--- config.mk ---
export PLATFORM = sky130hd
export DESIGN_NAME = crossy_game_ctrl
export DESIGN_NICKNAME = d
export VERILOG_FILES = /design/src/rtl/crossy_game_ctrl.sv
export SDC_FILE = /design/constraint.sdc
export NUM_CORES = 1
export LEC_CHECK = 0
export ABC_AREA = 1
export CAP_MARGIN = 25
export CORE_MARGIN = 3
export CORE_UTILIZATION = 55
export CTS_BUF_LIST = sky130_fd_sc_hd__clkbuf_8
export DETAILED_ROUTE_END_ITERATION = 16
export GPL_TIMING_DRIVEN = 0
export PLACE_DENSITY = 0.86
export SLEW_MARGIN = 15
export SYNTH_ARGS = -nofsm -noshare
export SYNTH_HDL_FRONTEND = slang
export SYNTH_SLANG_ARGS = --single-unit
--- constraint.sdc ---
create_clock -name clk -period 3.1 [get_ports clk]
set_clock_uncertainty 0.15 [all_clocks]
set_input_delay 0.775 -clock clk [delete_from_list [all_inputs] [get_ports clk]]
set_output_delay 0.775 -clock clk [all_outputs]
set_load 0.02 [all_outputs]
--- src/rtl/crossy_game_ctrl.sv ---
// crossy_game_ctrl: game sequencer for the VGA crossy-road design.
// Synchronizes and debounces the move button on frame ticks, runs the
// IDLE/PLAY/HIT/OVER game FSM, owns the score, and pulses `advance` once per
// accepted move.
// Optional feature macro: CROSSY_HISCORE_EN. When it is defined, a best-score
// register is built. When it is undefined, `hiscore` is tied to zero.
module crossy_game_ctrl #(
  parameter int DEBOUNCE_FRAMES = 3,
  parameter int HIT_FRAMES      = 60,
  parameter int FLASH_SHIFT     = 3
) (
  input  logic       clk,
  input  logic       reset,
  input  logic       frame_tick,
  input  logic       move_btn,
  input  logic       collision,
  output logic       advance,
  output logic       run,
  output logic [7:0] score,
  output logic [7:0] hiscore,
  output logic [1:0] state,
  output logic       flash
);

  localparam int DW = (DEBOUNCE_FRAMES > 1) ? $clog2(DEBOUNCE_FRAMES) : 1;
  localparam int HW = (HIT_FRAMES > 1) ? $clog2(HIT_FRAMES) : 1;
  localparam int FW = FLASH_SHIFT + 1;
  localparam logic [DW-1:0] DB_LAST  = DW'(DEBOUNCE_FRAMES - 1);
  localparam logic [HW-1:0] HIT_LAST = HW'(HIT_FRAMES - 1);

  typedef enum logic [1:0] {
    S_IDLE = 2'd0,
    S_PLAY = 2'd1,
    S_HIT  = 2'd2,
    S_OVER = 2'd3
  } state_t;

  // Input conditioning
  logic          r_sync0;
  logic          r_sync1;
  logic          r_btn_db;
  logic          r_btn_db_d;
  logic [DW-1:0] r_dcnt;
  logic          r_hit_pend;

  // Game state and registered outputs
  state_t        r_state;
  logic [HW-1:0] r_hcnt;
  logic [FW-1:0] r_fcnt;
  logic          r_advance;
  logic          r_run;
  logic [7:0]    r_score;
  logic          r_flash;

  // Combinational next values
  logic          w_press;
  logic          w_hit_now;
  state_t        w_state_nxt;
  logic [HW-1:0] w_hcnt_nxt;
  logic [FW-1:0] w_fcnt_nxt;
  logic [7:0]    w_score_nxt;
  logic          w_advance_nxt;
  logic          w_run_nxt;
  logic          w_flash_nxt;

  // A press is the single cycle after the debounced level rises; since btn_db
  // only changes on a frame tick, a press never coincides with a tick.
  assign w_press   = r_btn_db & ~r_btn_db_d;
  // Death is decided on the frame tick: either a collision latched earlier in
  // the frame or one that is present in the tick cycle itself.
  assign w_hit_now = frame_tick & (r_hit_pend | collision);

  // Two-flop synchronizer for the asynchronous button
  always_ff @(posedge clk) begin
    if (reset) begin
      r_sync0 <= 1'b0;
      r_sync1 <= 1'b0;
    end else begin
      r_sync0 <= move_btn;
      r_sync1 <= r_sync0;
    end
  end

  // Frame-rate debounce: a changed level must persist for DEBOUNCE_FRAMES ticks
  always_ff @(posedge clk) begin
    if (reset) begin
      r_btn_db   <= 1'b0;
      r_btn_db_d <= 1'b0;
      r_dcnt     <= '0;
    end else begin
      r_btn_db_d <= r_btn_db;
      if (frame_tick) begin
        if (r_sync1 == r_btn_db) begin
          r_dcnt <= '0;
        end else if (r_dcnt == DB_LAST) begin
          r_btn_db <= r_sync1;
          r_dcnt   <= '0;
        end else begin
          r_dcnt <= r_dcnt + 1'b1;
        end
      end
    end
  end

  // Sticky collision capture during PLAY, consumed by every frame tick
  always_ff @(posedge clk) begin
    if (reset) begin
      r_hit_pend <= 1'b0;
    end else if (frame_tick) begin
      r_hit_pend <= 1'b0;
    end else if (collision && (r_state == S_PLAY)) begin
      r_hit_pend <= 1'b1;
    end
  end

  // FSM state register
  always_ff @(posedge clk) begin
    if (reset) r_state <= S_IDLE;
    else       r_state <= w_state_nxt;
  end

  // FSM next-state logic
  always_comb begin
    w_state_nxt = r_state;
    case (r_state)
      S_IDLE:  if (w_press) w_state_nxt = S_PLAY;
      S_PLAY:  if (w_hit_now) w_state_nxt = S_HIT;
      S_HIT:   if (frame_tick && (r_hcnt == '0)) w_state_nxt = S_OVER;
      S_OVER:  if (w_press) w_state_nxt = S_IDLE;
      default: w_state_nxt = S_IDLE;
    endcase
  end

  // FSM output logic: next values for score, advance, counters and flash
  always_comb begin
    w_advance_nxt = 1'b0;
    w_score_nxt   = r_score;
    w_hcnt_nxt    = r_hcnt;
    w_fcnt_nxt    = r_fcnt;
    case (r_state)
      S_IDLE: begin
        if (w_press) w_score_nxt = 8'd0;
      end
      S_PLAY: begin
        if (w_hit_now) begin
          w_hcnt_nxt = HIT_LAST;
          w_fcnt_nxt = '0;
        end else if (w_press) begin
          w_advance_nxt = 1'b1;
          if (r_score != 8'hFF) w_score_nxt = r_score + 8'd1;
        end
      end
      S_HIT: begin
        if (frame_tick) begin
          w_fcnt_nxt = r_fcnt + 1'b1;
          if (r_hcnt != '0) w_hcnt_nxt = r_hcnt - 1'b1;
        end
      end
      default: ;
    endcase
    w_run_nxt   = (w_state_nxt == S_PLAY);
    w_flash_nxt = (w_state_nxt == S_HIT) ? w_fcnt_nxt[FLASH_SHIFT] : 1'b0;
  end

  // Registered outputs and HIT counters
  always_ff @(posedge clk) begin
    if (reset) begin
      r_advance <= 1'b0;
      r_run     <= 1'b0;
      r_score   <= 8'd0;
      r_flash   <= 1'b0;
      r_hcnt    <= '0;
      r_fcnt    <= '0;
    end else begin
      r_advance <= w_advance_nxt;
      r_run     <= w_run_nxt;
      r_score   <= w_score_nxt;
      r_flash   <= w_flash_nxt;
      r_hcnt    <= w_hcnt_nxt;
      r_fcnt    <= w_fcnt_nxt;
    end
  end

`ifdef CROSSY_HISCORE_EN
  logic [7:0] r_hiscore;

  // Best score is folded in on the edge that enters OVER; only reset clears it
  always_ff @(posedge clk) begin
    if (reset) begin
      r_hiscore <= 8'd0;
    end else if ((r_state == S_HIT) && (w_state_nxt == S_OVER) && (r_score > r_hiscore)) begin
      r_hiscore <= r_score;
    end
  end

  assign hiscore = r_hiscore;
`else
  assign hiscore = 8'd0;
`endif

  assign advance = r_advance;
  assign run     = r_run;
  assign score   = r_score;
  assign state   = r_state;
  assign flash   = r_flash;

endmodule

### Yosys cells after proc, flatten, opt, wreduce, memory -nomap -nowiden

Index checks and enable logic that the tools add are counted.

* input port bits: 5
* register bits: 30
* output and inout port bits: 21

* reductions and logical operators: 14
* bitwise gates (word level): 7
* mux-type cells: 20
* $add $sub $neg: 4
* eq/ne operators: 15

Operators with widths (count)
* 8-bit 2-to-1 mux: 4
* 6-bit 2-to-1 mux: 3
* 8-bit case mux with 2 select lines: 1
* 2-bit 2-to-1 mux: 6
* 2-bit inequality test, second input constant: 6
* 6-bit case mux with 2 select lines: 1
* 8-bit by 1-bit adder with 8-bit output, second input constant: 1
* 2-bit equality test, second input constant: 4
* 4-bit 2-to-1 mux: 2
* 8-bit inequality test, second input constant: 1
* 2-bit case mux with 4 select lines: 1
* 4-bit case mux with 2 select lines: 1
* 6-bit zero test: 1
* 3-bit AND reduction: 2
* 6-bit nonzero test: 1
* 6-bit by 1-bit subtractor with 6-bit output, second input constant: 1
* 5-bit AND reduction: 1
* 4-bit by 1-bit adder with 4-bit output, second input constant: 1
* 2-bit by 1-bit equality test with 1-bit output, second input constant: 2
* 1-bit inverter: 4
* 4-bit AND reduction: 1
* 2-bit nonzero test: 2
* 2-bit OR reduction: 2
* 3-bit OR reduction: 1
* other kinds (8): 10

### Depth between registers and ports, before layout

* depth in word-level cells: 7
* gate-level depth with buffers: 11
* depth with buffers taken out: 10

### Worst setup path before layout

Ideal clock, no wire load.

* path type: flip-flop to flip-flop
* start point: register r_state[1], in the netlist state[1]
* end point: register r_score[0], in the netlist score[0]
* period minus slack after synthesis: 1.792 ns
* arrival: 1.528 ns
* cell stages (with the launch flop): 11
* slack: 1.308 ns
* library setup time: 0.114 ns
* buffers on the path: 2
* data required time: 2.836 ns
* cell sequence: dfxtp_1 > inv_1 > ha_1 > buf_4 > nand3_2 > nand2_1 > clkinv_2 > nand3_4 > buf_8 > a21oi_1 > nor2_1

* longest elaborated chain between the ends: 3

RTL lines
* start: declaration: line 47 `state_t r_state;`
* start signal: assignment: line 119 `else r_state <= w_state_nxt;`
* 2-bit by 1-bit equality test with 1-bit output or 2-bit zero test (tied branches): line 140 `case (r_state)`
* 2-bit by 1-bit inequality test with 1-bit output (no line), or another cell as far along
* 5-bit AND reduction (no line)
* end signal: assignment: line 177 `r_score <= w_score_nxt;`
* end: declaration: line 52 `logic [7:0] r_score;`

Parallel ways exist; a longest one is shown, timed or not.
A chain may end at the register's enable or synchronous reset.

### Worst setup path after layout

* start point: register r_score[5], in the netlist score[5]
* end point: output port score[5]

RTL lines
* end: declaration: line 19 `output logic [7:0] score,`

No word-level cell between the ends.

==> impl_metrics.tcl <==
set metrics [dict create \
    ys_seq_area_share_pct 34.0 \
    fin_ws_ns 0.798 \
    h-tree-depth 2 \
    start_kind "flop" \
    peakVddDrop_mv 0.520 \
    gp_congestion 0.827 \
    ant_nets 0 \
    die_y_um 62.7 \
    fin_crit_ns 2.30 \
    reg2regPathDepth 8 \
    final_cell_mix "nand2_1, nor2_1, inv_1" \
    synth-async-reset-ratio_pct 0 \
    via_per_inst 4.88 \
    ys.flop_type "dfxtp_1" \
    cts.sinks 30 \
    yosys_register_bits 30 \
    multiInputGateArea_um2 946 \
    cts-root-buf "clkbuf_8" \
    yosys.area.top_type "dfxtp_1" \
    leakage_nw 0.916 \
    antenna_cells 0 \
    synth_area_leaders "dfxtp_1, nand2_1, nor2_1, inv_1, ha_1" \
    place_inst 324 \
    yosysUniqueCellTypes 31 \
    pwr-share-comb_pct 54.8 \
    period_share_pct 74.3 \
    power.density_nw_per_um2 880 \
    pwr-share-clk_pct 15.4 \
    place_ws_ns 0.739 \
    wirelength_um 3360 \
    grt_pass1_wl_um 6070 \
    yosys.area.top_type_share_pct 34.0 \
    max_freq_mhz 434 \
    hold_violations 0 \
    drive_gt1_share_pct 14.2 \
    grt_overflow 0 \
    cp_slowest_cell "clkdlybuf4s50_1" \
    final_nets 302 \
    setup_tns_ns 0 \
    grt_max_degree 11 \
    p_switching_w 0.000811 \
    grt.total_usage_pct 19.4 \
    fin_cells 331 \
    hpwl_um 2490 \
    path_buf_inv 1 \
    critPathMaxFanout 7 \
    cp-end-kind "primary output" \
    cts_setup_buffers 0 \
    worstHoldPathCells 2 \
    layout_commonest_cell "nand2_1" \
    seqPwrFrac_pct 29.8 \
    drcViolationCount 0 \
    clock_latency_ns 0.28 \
    cp_slowest_stage_delay_ns 0.65 \
    finalMaxSlewViolations 0 \
    synthCells 260 \
    synth.cell_area_um2 1770 \
    grt_setup_unrepaired "false" \
    synth_enable_flop_cells 0 \
    drt_iter0_drc 82 \
    hold_path_end "r_sync1$_SDFF_PP0_" \
    die_w_um 62.7 \
    clock_path_buffers 2 \
    hold_class "reg -> reg" \
    syn_to_final_growth_pct 17.3 \
    yosysWarnings 0 \
    p_sw_share_pct 44.4 \
    port-buffer-count 15 \
    synth.avg_cell_area_um2 6.79 \
    first_pass_iters 4 \
    regArea_um2 601 \
    row_count 19 \
    path_clk_slew_ns 0.06 \
    r2r-end "score[7]$_SDFFE_PP0P_" \
    core_um2 2900 \
    initial_core_util_pct 60.9 \
    worstPathRequired_ns 2.17 \
    setup_viol 0 \
    status "completed" \
    timing.rr.start "state[1]$_SDFF_PP0_" \
    cts_tree "done" \
    vias 1614 \
    cts_resized 0 \
    postCtsHoldBufs 0 \
    rrSetupSlack_ns 1.28 \
    maxCapViolCount 0 \
    worstSetupPathType "reg -> out" \
    num-fill-cells 267 \
    arrival_ns 1.38 \
    crit_family "buffers and inverters" \
    cp_cell_sequence "clkdlybuf4s50_1" \
    p_int_w 0.00101 \
    grt_antenna_before_repair 0 \
    hold_path.startpoint "r_sync0$_SDFF_PP0_" \
    die_area_um2 3930 \
    io_pins 26 \
    wl_per_cell_um 10.1 \
    grt_pass1_vias 1437 \
    cts_buffers 5 \
]
[state kept, by name, indices dropped and copies added, names as in the netlist]
signal,count
advance,1
r_btn_db_d,1
state,2
r_fcnt,4
r_btn_db,1
flash,1
r_sync1,1
score,8
run,1
r_hit_pend,1
r_dcnt,2
r_sync0,1
r_hcnt,6
[metal layers]
layer / vias up / share of wire, % / global-route usage [%]
met2: 42 / 44 / 29.7
met3: 7 / 5.1 / 6.47
met1: 703 / 49 / 24.2
li1: 862 / - / -
met4: 0 / 2.2 / 9.64
met5: - / 0 / 0
[how the worst max path moves through the flow]
stage / cells after the start / start / end / slack (ns)
after floorplan: 10 / state[1]$_SDFF_PP0_ / score[0]$_SDFFE_PP0P_ / 1.31
after global placement: 11 / collision / score[7]$_SDFFE_PP0P_ / 0.77
after detailed placement: 11 / collision / score[7]$_SDFFE_PP0P_ / 0.74
after CTS: 1 / score[5]$_SDFFE_PP0P_ / score[5] / 0.78
after global routing: 1 / score[5]$_SDFFE_PP0P_ / score[5] / 0.74
final: 1 / score[5]$_SDFFE_PP0P_ / score[5] / 0.80
[synthesized netlist by cell type (all sizes together), types with 2 or more instances]
cell type,count
o22ai,2
nand4,9
ha,8
xor2,2
nand2,63
a21oi,20
nand3,14
nor3,4
or2,3
buf,13
o21ai,12
inv,35
nor2,39
dfxtp,30
clkbuf,2
[stage by stage]
step	area [µm²]	total power, W	util [%]	hold WS (ns)
final	2070	0.00182	71.4	0.253
after global routing	2070	0.00201	71.4	0.278
after CTS	2070	0.00184	71.4	0.257
after detailed placement	2000	0.00155	68.8	0.249
after global placement	2000	0.00153	68.8	0.240
after floorplan	1790	0.00131	-	0.238
[power groups by stage]
stage	clock, W	combinational [W]	sequential, W
after detailed placement	0	0.000996	0.000550
after floorplan	0	0.000717	0.000596
after global placement	0	0.000982	0.000547
final	0.000281	0.00100	0.000544
after CTS	0.000293	0.00100	0.000543
after global routing	0.000313	0.00113	0.000558
[kinds of logic after synthesis]
group	Yosys count	share of synthesized area (%)
xor+xnor	2	0.992
fa+ha+maj	8	5.67
simple gates	133	34.3
other cells	1	0.212
flops	30	34.0
buf+inv	51	14.0
compound gates	35	10.8
[layout make-up]
cell class                      count  share of cell area [%]
Clock inverter                      2                   0.362
Multi-Input combinational cell    186                    45.7
Buffer                             15                    5.31
Sequential cell                    30                    29.0
Timing Repair Buffer               15                    7.25
Tap cell                           42                    2.54
Inverter                           36                    6.58
Clock buffer                        5                    3.32
[worst register-to-register path, stage by stage, from the launching register on]
cell	delay, ns
dfxtp_1	0.41
inv_1	0.12
ha_1	0.22
buf_4	0.18
nand2_1	0.23
nand3_4	0.11
buf_8	0.15
a21oi_1	0.12
nor2_1	0.05
Power figures use the tool's default switching activity.
